==> src/rtl/fixed_point_divider_seq_if.sv <==
// fixed_point_divider_seq_if: operand/result valid-ready bundle for the Q16.16 divider
interface fixed_point_divider_seq_if #(
  parameter int WIDTH = 32
);
  logic             in_valid;
  logic             in_ready;
  logic [WIDTH-1:0] a_in;
  logic [WIDTH-1:0] b_in;
  logic             out_valid;
  logic             out_ready;
  logic [WIDTH-1:0] q_out;
  logic             overflow;
  logic             div_by_zero;
  modport master (
    output in_valid, a_in, b_in, out_ready,
    input  in_ready, out_valid, q_out, overflow, div_by_zero
  );
  modport slave (
    input  in_valid, a_in, b_in, out_ready,
    output in_ready, out_valid, q_out, overflow, div_by_zero
  );
endinterface

==> src/rtl/fixed_point_divider_seq.sv <==
// fixed_point_divider_seq: iterative signed fixed-point divider, one restoring quotient bit per cycle
module fixed_point_divider_seq #(
  parameter int WIDTH      = 32,
  parameter int FRACT_BITS = 16
) (
  input logic clk,
  input logic rst,
  fixed_point_divider_seq_if.slave bus_io
);
  localparam int ITERS = WIDTH + FRACT_BITS;
  localparam int CW    = $clog2(ITERS);
  localparam logic [WIDTH-1:0] MAXV = {1'b0, {(WIDTH-1){1'b1}}};
  localparam logic [WIDTH-1:0] MINV = {1'b1, {(WIDTH-1){1'b0}}};
  localparam logic [ITERS-1:0] MAXP = {{(FRACT_BITS+1){1'b0}}, {(WIDTH-1){1'b1}}};
  localparam logic [ITERS-1:0] MAXN = {{FRACT_BITS{1'b0}}, 1'b1, {(WIDTH-1){1'b0}}};
  typedef enum logic [1:0] {IDLE, CALC, DONE} state_t;
  state_t           state_q;
  logic             sign_q;
  logic [WIDTH-1:0] bmag_q;
  logic [ITERS-1:0] dvd_q;
  logic [WIDTH:0]   rem_q;
  logic [ITERS-1:0] quo_q;
  logic [CW-1:0]    cnt_q;
  logic [WIDTH-1:0] q_q;
  logic             ovf_q;
  logic             dbz_q;
  logic [WIDTH:0]   rem_sh;
  logic             ge;
  logic [WIDTH:0]   rem_d;
  logic [ITERS-1:0] quo_d;
  logic [WIDTH-1:0] amag;
  logic [WIDTH-1:0] bmag;
  logic             ovf_d;
  logic [WIDTH-1:0] res_d;
  assign bus_io.in_ready    = state_q == IDLE;
  assign bus_io.out_valid   = state_q == DONE;
  assign bus_io.q_out       = q_q;
  assign bus_io.overflow    = ovf_q;
  assign bus_io.div_by_zero = dbz_q;
  // One restoring step plus operand magnitudes and the saturated, signed final result.
  always_comb begin
    rem_sh = {rem_q[WIDTH-1:0], dvd_q[ITERS-1]};
    ge     = rem_sh >= {1'b0, bmag_q};
    rem_d  = ge ? rem_sh - {1'b0, bmag_q} : rem_sh;
    quo_d  = {quo_q[ITERS-2:0], ge};
    amag   = bus_io.a_in[WIDTH-1] ? -bus_io.a_in : bus_io.a_in;
    bmag   = bus_io.b_in[WIDTH-1] ? -bus_io.b_in : bus_io.b_in;
    ovf_d  = sign_q ? quo_d > MAXN : quo_d > MAXP;
    res_d  = ovf_d ? (sign_q ? MINV : MAXV) : (sign_q ? -quo_d[WIDTH-1:0] : quo_d[WIDTH-1:0]);
  end
  // Control FSM and datapath registers; the result is latched on the final iteration.
  always_ff @(posedge clk) begin
    if (rst) begin
      state_q <= IDLE;
      sign_q  <= 1'b0;
      bmag_q  <= '0;
      dvd_q   <= '0;
      rem_q   <= '0;
      quo_q   <= '0;
      cnt_q   <= '0;
      q_q     <= '0;
      ovf_q   <= 1'b0;
      dbz_q   <= 1'b0;
    end else begin
      case (state_q)
        IDLE: if (bus_io.in_valid) begin
          sign_q <= bus_io.a_in[WIDTH-1] ^ bus_io.b_in[WIDTH-1];
          bmag_q <= bmag;
          dvd_q  <= {amag, {FRACT_BITS{1'b0}}};
          rem_q  <= '0;
          quo_q  <= '0;
          cnt_q  <= CW'(ITERS - 1);
          if (bus_io.b_in == '0) begin
            state_q <= DONE;
            dbz_q   <= 1'b1;
            ovf_q   <= 1'b0;
            q_q     <= bus_io.a_in[WIDTH-1] ? MINV : MAXV;
          end else begin
            state_q <= CALC;
          end
        end
        CALC: begin
          rem_q <= rem_d;
          quo_q <= quo_d;
          dvd_q <= {dvd_q[ITERS-2:0], 1'b0};
          cnt_q <= cnt_q - 1'b1;
          if (cnt_q == '0) begin
            state_q <= DONE;
            q_q     <= res_d;
            ovf_q   <= ovf_d;
          end
        end
        DONE: if (bus_io.out_ready) begin
          state_q <= IDLE;
          ovf_q   <= 1'b0;
          dbz_q   <= 1'b0;
        end
        default: state_q <= IDLE;
      endcase
    end
  end
endmodule
==> src/flat_wrapper.sv <==
// flat-port wrapper written by rule: the top's interface ports become plain ports
module fixed_point_divider_seq_flat 
#(
  parameter int WIDTH      = 32,
  parameter int FRACT_BITS = 16
)
  (clk, rst, bus_io_in_valid, bus_io_a_in, bus_io_b_in, bus_io_out_ready, bus_io_in_ready, bus_io_out_valid, bus_io_q_out, bus_io_overflow, bus_io_div_by_zero);
  fixed_point_divider_seq_if #(.WIDTH(WIDTH)) bus_io_i ();
  input logic clk;
  input logic rst;
  input wire logic [$bits(bus_io_i.in_valid)-1:0] bus_io_in_valid;
  input wire logic [$bits(bus_io_i.a_in)-1:0] bus_io_a_in;
  input wire logic [$bits(bus_io_i.b_in)-1:0] bus_io_b_in;
  input wire logic [$bits(bus_io_i.out_ready)-1:0] bus_io_out_ready;
  output wire logic [$bits(bus_io_i.in_ready)-1:0] bus_io_in_ready;
  output wire logic [$bits(bus_io_i.out_valid)-1:0] bus_io_out_valid;
  output wire logic [$bits(bus_io_i.q_out)-1:0] bus_io_q_out;
  output wire logic [$bits(bus_io_i.overflow)-1:0] bus_io_overflow;
  output wire logic [$bits(bus_io_i.div_by_zero)-1:0] bus_io_div_by_zero;
  assign bus_io_i.in_valid = bus_io_in_valid;
  assign bus_io_i.a_in = bus_io_a_in;
  assign bus_io_i.b_in = bus_io_b_in;
  assign bus_io_i.out_ready = bus_io_out_ready;
  assign bus_io_in_ready = bus_io_i.in_ready;
  assign bus_io_out_valid = bus_io_i.out_valid;
  assign bus_io_q_out = bus_io_i.q_out;
  assign bus_io_overflow = bus_io_i.overflow;
  assign bus_io_div_by_zero = bus_io_i.div_by_zero;
  fixed_point_divider_seq #(.WIDTH(WIDTH), .FRACT_BITS(FRACT_BITS)) u_core (.clk(clk), .rst(rst), .bus_io(bus_io_i));
endmodule
==> config.mk <==
export PLATFORM = sky130hd
export DESIGN_NAME = fixed_point_divider_seq_flat
export DESIGN_NICKNAME = d
export VERILOG_FILES = /design/src/rtl/fixed_point_divider_seq_if.sv /design/src/rtl/fixed_point_divider_seq.sv /design/src/flat_wrapper.sv
export SDC_FILE = /design/constraint.sdc
export NUM_CORES = 1
export LEC_CHECK = 0
export BUFFER_PORTS_ARGS = -buffer_cell sky130_fd_sc_hd__buf_2
export CAP_MARGIN = 20
export CORE_MARGIN = 1.5
export CORE_UTILIZATION = 50
export CTS_BUF_LIST = sky130_fd_sc_hd__clkbuf_2 sky130_fd_sc_hd__clkbuf_4 sky130_fd_sc_hd__clkbuf_8
export DETAILED_ROUTE_END_ITERATION = 10
export PLACE_DENSITY = 0.69
export SLEW_MARGIN = 40
export SYNTH_ARGS = -nofsm -noshare
export SYNTH_HDL_FRONTEND = slang
export SYNTH_SLANG_ARGS = --single-unit
==> constraint.sdc <==
create_clock -name clk -period 12.15 [get_ports clk]
set_input_delay 3.0375 -clock clk [delete_from_list [all_inputs] [get_ports clk]]
set_output_delay 3.0375 -clock clk [all_outputs]
set_load 0.01 [all_outputs]
==> flow_metrics.py, run 1 <==
metrics = {
    "outcome": {
        "status": "completed",
    },
    "pwr": {
        "p_comb_share_pct": 26.9,
        "p_sw_share_pct": 36.1,
        "p_leak_nw": 4.70,
        "clockPowerShare_pct": 29.3,
        "p_switching_mw": 0.548,
        "powerDensity_mw_per_mm2": 126,
        "seqPwrFrac_pct": 43.8,
        "ir_drop_uv": 68.8,
        "p_int_mw": 0.973,
    },
    "final_layout": {
        "layout-drive-gt1-share_pct": 12.8,
        "fin_cells": 1738,
        "diodes": 0,
        "stdcell_area_mm2": 0.0121,
        "area_growth_pct": 9.50,
        "nNetsFinal": 1551,
        "fillers": 2100,
    },
    "sta": {
        "finalCritPeriodShare_pct": 49.1,
        "max_freq_ghz": 0.167,
        "max_slew.worst_pin.slew_ns": 0.876,
        "setup_violations": 0,
        "min_period_ns": 5.97,
        "tns_ns": 0,
        "drv_slew": 0,
        "final_hold_viol_count": 0,
        "relSlewSlack_pct": 41.1,
        "final.setup_skew_ns": 0.0149,
        "rsz0062_at_grt": "false",
    },
    "synthesis": {
        "netlist.area_leader.share_pct": 33.7,
        "synth_area_mm2": 0.0110,
        "synth_area_leader_cell": "dfxtp_1",
        "synth.net_count": 1513,
        "yosys-top-cells-area": "dfxtp_1, a21oi_1, nand2_1",
        "netlist_instances": 1407,
        "synth_edf_count": 0,
        "synth_cell_types": 83,
        "async_flop_share_pct": 0,
        "yosysSeqAreaShare_pct": 33.7,
        "avgSynthCellArea_um2": 7.85,
        "ys.flop_type": "dfxtp_1",
        "yosysWarnings": 0,
        "yosys_register_bits": 186,
    },
    "min_path": {
        "hold_class": "flip-flop to flip-flop",
        "min_path_cells": 2,
    },
    "clock_network": {
        "cts_hold_buffers": 0,
        "cts_buffer_depth": 2,
        "numCtsBuffers": 17,
        "cts_sinks": 186,
        "clk_latency_ns": 0.48,
        "cts_max_level": 4,
        "ctsResizeCount": 0,
        "cts_setup_buffers": 0,
        "cts_tree": "built",
        "clk_pin_slew_ns": 0.11,
        "cts_root_buf": "clkbuf_8",
    },
    "floorplan": {
        "dieArea_mm2": 0.0230,
        "initial_utilization_pct": 50.7,
        "core_mm2": 0.0218,
        "die_h_um": 152,
        "die_w_um": 152,
        "rows": 54,
        "io_pins": 104,
    },
    "setup_path": {
        "reg2reg_depth": 19,
        "critPathLaunchType": "flip-flop",
        "cp_data_required_time_ns": 12.57,
        "crit_path_max_fanout": 46,
        "endpoint_kind": "flip-flop",
        "arrival_ns": 6.39,
        "path_class": "flip-flop to flip-flop",
    },
    "global_routing": {
        "grt_pass1_vias": 9629,
        "grt.total_usage_pct": 26.5,
        "grt_max_degree": 93,
        "grt_pass1_wl_um": 48800,
        "antenna_found_initial": 0,
        "grt.overflow.total": 0,
    },
    "placement": {
        "portBuffers": 103,
        "dp_hpwl_um": 20800,
        "placed_cell_area_mm2": 0.0117,
        "place.gp.congestion": 0.898,
        "dp.cells": 1706,
    },
    "drt": {
        "num_vias": 10600,
        "postRouteAntennaNets": 0,
        "routedWlPerCell_um": 17.3,
        "wirelength_um": 30100,
        "drc_errors": 0,
        "via_per_inst": 6.11,
        "drt_pass1_iterations": 9,
        "dr.first_iter.drc_count": 722,
    },
    "flow_run": {
        "cap_viol_max_count": 0,
    },
}
[final timing paths]
| path | slack (ns) | from | to |
|---|---|---|---|
| setup / recovery | 6.18 | u_core.bmag_q[16] | u_core.bus_io.q_out[27] |
| hold / removal | 0.45 | u_core.bus_io.q_out[1] | u_core.bus_io.q_out[1] |
| setup reg to reg | 6.18 | u_core.bmag_q[16] | u_core.bus_io.q_out[27] |
| hold reg to reg | 0.45 | u_core.bus_io.q_out[1] | u_core.bus_io.q_out[1] |
[synthesized netlist by cell type, drive strengths merged, types with 6 or more instances]
master  number
a211oi      41
a21o        18
a21oi      141
a222oi      27
a22o         6
a311oi      11
a31oi       15
a32oi       11
and3         6
buf         17
clkbuf      78
dfxtp      186
ha          37
inv         57
nand2      143
nand2b      14
nand3       75
nand4        9
nor2       128
nor2b       13
nor3        25
nor4        13
o211ai       8
o21ai       83
o22ai       13
o311ai       6
o31ai       23
o41ai       10
or2          7
or3          9
or4         16
xnor2       45
xor2        45
[per-layer routing]
metal,up-vias,share of wire [%],track usage [%]
met5,-,0,0
met2,284,48,43.4
li1,5243,-,-
met1,5065,46,36.6
met4,0,1.4,7.36
met3,31,4.6,3.20
[critical path, cell delays in order, from the launching register on]
cell	delay [ns]
dfxtp_1	0.35
inv_1	0.05
ha_1	0.38
a21oi_2	0.23
o21ai_1	0.09
a221o_1	0.32
a211o_1	0.32
a211oi_4	0.40
nor2_4	0.20
inv_2	0.63
ha_1	0.32
nor3b_1	0.33
nand4_1	0.29
nor3_1	0.60
a41oi_4	0.45
nor2_1	0.50
o211ai_1	0.15
nand2_1	0.09
o211ai_1	0.09
a21oi_1	0.13
[stage by stage]
step	setup WS, ns	hold WS, ns	power, mW	util (%)
after floorplan	6.79	0.432	0.976	-
after global placement	5.94	0.432	1.08	53.5
after detailed placement	5.82	0.435	1.08	53.6
after CTS	6.19	0.459	1.53	55.5
after global routing	5.72	0.473	1.60	55.6
final	6.18	0.455	1.52	55.6
[power groups by stage]
stage / clock [mW] / sequential, mW / combinational (mW)
detailed placement: 0 / 0.680 / 0.404
global placement: 0 / 0.679 / 0.400
global route: 0.479 / 0.671 / 0.453
CTS: 0.454 / 0.666 / 0.406
floorplan: 0 / 0.676 / 0.301
finish: 0.446 / 0.666 / 0.409
[sequential cells by signal (all words and copies together), names as in the netlist]
signal and count:
u_core.cnt_q 6, u_core.dvd_q 32, u_core.bus_io.overflow 1, u_core.state_q 2, u_core.sign_q 1, u_core.bus_io.q_out 32, u_core.rem_q 32, u_core.bmag_q 32
u_core.quo_q 47, u_core.bus_io.div_by_zero 1
[cells by family after synthesis]
family                     Yosys count  share of synthesized area [%]
DFF                                186                           33.7
buffers and inverters              153                           5.42
muxes                                5                          0.465
adders and majority gates           38                           4.37
AOI/OAI and AO/OA                  455                           27.8
and+or+nand+nor                    480                           21.1
xor gates and xnor gates            90                           7.14
[placed cells by master (no fill, tap or decap), types with 12 or more instances in the layout]
cell type  instances
a21o_1            18
o31ai_1           20
inv_1             55
clkbuf_8          18
o21ai_0           78
nor3_1            24
nand2_1          141
o22ai_1           12
nand3_1           75
a21oi_1          139
nor2_1           126
buf_2            102
xnor2_1           45
ha_1              37
a211oi_1          40
xor2_1            45
dfxtp_1          186
a222oi_1          27
a31oi_1           15
[layout make-up]
cell class / count / area, µm² / share of cell area (%)
well taps: 280 / 350 / 2.90
clock inverters: 14 / 178 / 1.47
inverters: 58 / 218 / 1.80
repair buffers: 114 / 608 / 5.03
flip-flops and latches: 186 / 3720 / 30.8
multi-input cells: 1068 / 6760 / 56.0
clock buffers: 18 / 248 / 2.05
Power figures use the tool's default switching activity.
==> inputs of run 2 (changes only) <==
--- a/config.mk
+++ b/config.mk
@@ -11,7 +11,7 @@
 export CORE_UTILIZATION = 50
 export CTS_BUF_LIST = sky130_fd_sc_hd__clkbuf_2 sky130_fd_sc_hd__clkbuf_4 sky130_fd_sc_hd__clkbuf_8
 export DETAILED_ROUTE_END_ITERATION = 10
-export PLACE_DENSITY = 0.69
+export PLACE_DENSITY = 0.72
 export SLEW_MARGIN = 40
 export SYNTH_ARGS = -nofsm -noshare
 export SYNTH_HDL_FRONTEND = slang
==> constraint.sdc (replaced) <==
create_clock -name clk -period 4.8 [get_ports clk]
set_input_delay 1.2 -clock clk [delete_from_list [all_inputs] [get_ports clk]]
set_output_delay 1.2 -clock clk [all_outputs]
set_load 0.01 [all_outputs]
==> flow_metrics.py, run 2 (same netlist as run 1, synthesis figures left out) <==
metrics = {
    "outcome": {
        "status": "completed",
    },
    "sta": {
        "finalCritPeriodShare_pct": 92.7,
        "setup_violations": 0,
        "tns_ns": 0,
        "final.setup_skew_ns": 0.0196,
        "min_period_ns": 4.45,
        "drv_slew": 0,
        "max_slew.worst_pin.slew_ns": 0.844,
        "max_freq_ghz": 0.225,
        "fin_ws_ns": 0.350,
        "rsz0062_at_grt": "false",
        "final_hold_viol_count": 0,
        "relSlewSlack_pct": 43.7,
    },
    "setup_path": {
        "critPathLaunchType": "flip-flop",
        "r2r_slack_ns": 0.35,
        "cp_num_buf_inv": 4,
        "critPathTopFamily": "compound AO/OA/AOI/OAI gates",
        "crit_path_max_fanout": 22,
        "startpoint": "u_core.bmag_q[16]",
        "critPathSlowestCell": "a2111oi_1",
        "rr_startpoint": "u_core.bmag_q[16]",
        "cp_slowest_stage_delay_ns": 0.41,
        "reg2reg_depth": 19,
        "path_class": "flip-flop to flip-flop",
        "endpoint_kind": "flip-flop",
        "reg2reg_to": "u_core.bus_io.q_out[3]",
        "critPathCapture": "u_core.bus_io.q_out[3]",
        "worst-path-stages": 19,
        "cp_data_required_time_ns": 5.22,
        "arrival_ns": 4.87,
        "path_cells": "inv_1, ha_1, a21oi_2, o21ai_1, a221o_1, a211o_1, a211oi_4, nor2_4, inv_2, ha_1, nor3b_2, nand4_1, nor3_1, buf_4, a41oi_2, buf_4, a2111oi_1, a221oi_1, o22ai_1",
    },
    "pwr": {
        "powerDensity_mw_per_mm2": 308,
        "p_int_mw": 2.40,
        "seqPwrFrac_pct": 45.0,
        "p_switching_mw": 1.35,
        "clockPowerShare_pct": 26.7,
        "p_sw_share_pct": 36.0,
        "ir_drop_uv": 181,
        "p_comb_share_pct": 28.2,
        "p_leak_nw": 4.73,
    },
    "floorplan": {
        "die_w_um": 152,
        "io_pins": 104,
        "dieArea_mm2": 0.0230,
        "rows": 54,
        "initial_utilization_pct": 50.7,
        "die_h_um": 152,
        "core_mm2": 0.0218,
    },
    "final_layout": {
        "fillers": 2114,
        "stdcell_area_mm2": 0.0121,
        "seqCellArea_mm2": 0.00372,
        "multi_input_area_mm2": 0.00678,
        "layout-drive-gt1-share_pct": 13.7,
        "final_cell_mix": "dfxtp_1, nand2_1, a21oi_1",
        "largest_reg_flops": 47,
        "post-route-util_pct": 55.8,
        "nNetsFinal": 1564,
        "area_growth_pct": 10.0,
        "diodes": 0,
        "largest-register": "u_core.quo_q",
        "layout_commonest_cell": "dfxtp_1",
    },
    "clock_network": {
        "cts_buffer_depth": 2,
        "clk_pin_slew_ns": 0.11,
        "cts_root_buf": "clkbuf_8",
        "cts_setup_buffers": 0,
        "cts_hold_buffers": 0,
        "numCtsBuffers": 17,
        "cts_tree": "built",
        "cts_max_level": 4,
        "clk_latency_ns": 0.48,
        "cts_sinks": 186,
    },
    "placement": {
        "dpl_worst_slack_ns": 0.201,
        "placed_cell_area_mm2": 0.0118,
        "place.gp.congestion": 0.904,
        "dp_hpwl_um": 20900,
        "portBuffers": 103,
    },
    "drt": {
        "drt_pass1_iterations": 6,
        "drc_errors": 0,
        "num_vias": 10700,
        "dr.first_iter.drc_count": 978,
        "routedWlPerCell_um": 17.1,
        "wirelength_um": 30000,
        "via_per_inst": 6.14,
        "postRouteAntennaNets": 0,
    },
    "flow_run": {
        "cap_viol_max_count": 0,
    },
    "global_routing": {
        "grt.total_usage_pct": 26.6,
        "grt_pass1_wl_um": 49200,
        "grt_pass1_vias": 9904,
        "grt.overflow.total": 0,
        "grt_max_degree": 98,
        "antenna_found_initial": 0,
    },
    "min_path": {
        "hold_class": "flip-flop to flip-flop",
    },
}
[run 2: changes by cell type in the layout (fill, tap and decap cells not counted), moves of 2 or more]
cell        before  now
buf_4           10   23
clkinv_8         4    1
inv_8            2    4
clkinv_4         0    2
inv_6            6    2
clkinvlp_4       1    5
[run 2: per-stage QoR]
| step | hold WS [ns] | std cells | total power, mW |
|---|---|---|---|
| 4_1_cts | 0.450 | 1750 | 3.75 |
| 5_1_grt | 0.471 | 1750 | 3.95 |
| 3_5_place_dp | 0.435 | 1719 | 2.76 |
| 3_3_place_gp | 0.430 | 1719 | 2.74 |
| 2_1_floorplan | 0.432 | 1407 | 2.47 |
| 6_report | 0.447 | 1750 | 3.74 |
[run 2: what timing repair did]
action | 4_1_cts | 5_1_grt
endpoints found under the hold margin | 0 | 0
setup endpoints to repair | 0 | 12
resized for setup | 0 | 5
[run 2: power by group through the flow]
| stage | Combinational (mW) | Sequential (mW) | Clock [mW] |
|---|---|---|---|
| floorplan | 0.761 | 1.71 | 0 |
| global placement | 1.03 | 1.72 | 0 |
| detailed placement | 1.04 | 1.72 | 0 |
| CTS | 1.04 | 1.68 | 1.02 |
| global route | 1.17 | 1.70 | 1.08 |
| finish | 1.06 | 1.69 | 1.00 |
[run 2: layout make-up]
type | instances | area share (%)
clock inverter | 14 | 1.10
clock buffer | 17 | 1.93
multi-input combinational | 1068 | 55.8
inverter | 58 | 1.79
timing repair buffer | 127 | 5.81
tap | 280 | 2.88
sequential | 186 | 30.7
[run 2: worst min-delay path by stage]
stage          slack [ns]  depth (start not counted)                     from                 endpoint
6_report             0.45                          2         u_core.dvd_q[17]         u_core.dvd_q[18]
3_5_place_dp         0.44                          1   u_core.bus_io.q_out[8]   u_core.bus_io.q_out[8]
3_3_place_gp         0.43                          1  u_core.bus_io.q_out[12]  u_core.bus_io.q_out[12]
2_1_floorplan        0.43                          2         u_core.dvd_q[17]         u_core.dvd_q[18]
4_1_cts              0.45                          2         u_core.dvd_q[17]         u_core.dvd_q[18]
5_1_grt              0.47                          2         u_core.dvd_q[17]         u_core.dvd_q[18]
[run 2: tightest hold or removal path, delay by kind of cell (launching register included)]
| kind | cells | cell delay (ns) |
|---|---|---|
| DFF | 1 | 0.32 |
| and+or+nand+nor | 1 | 0.05 |
| AOI/OAI and AO/OA | 1 | 0.05 |
[run 2: routing by layer]
metal	vias up	GRT usage (%)	wire, µm
met4	0	8.99	698
met3	48	4.40	1870
met1	5093	35.9	13700
met2	332	43.1	13800
li1	5271	-	-
met5	-	0	0
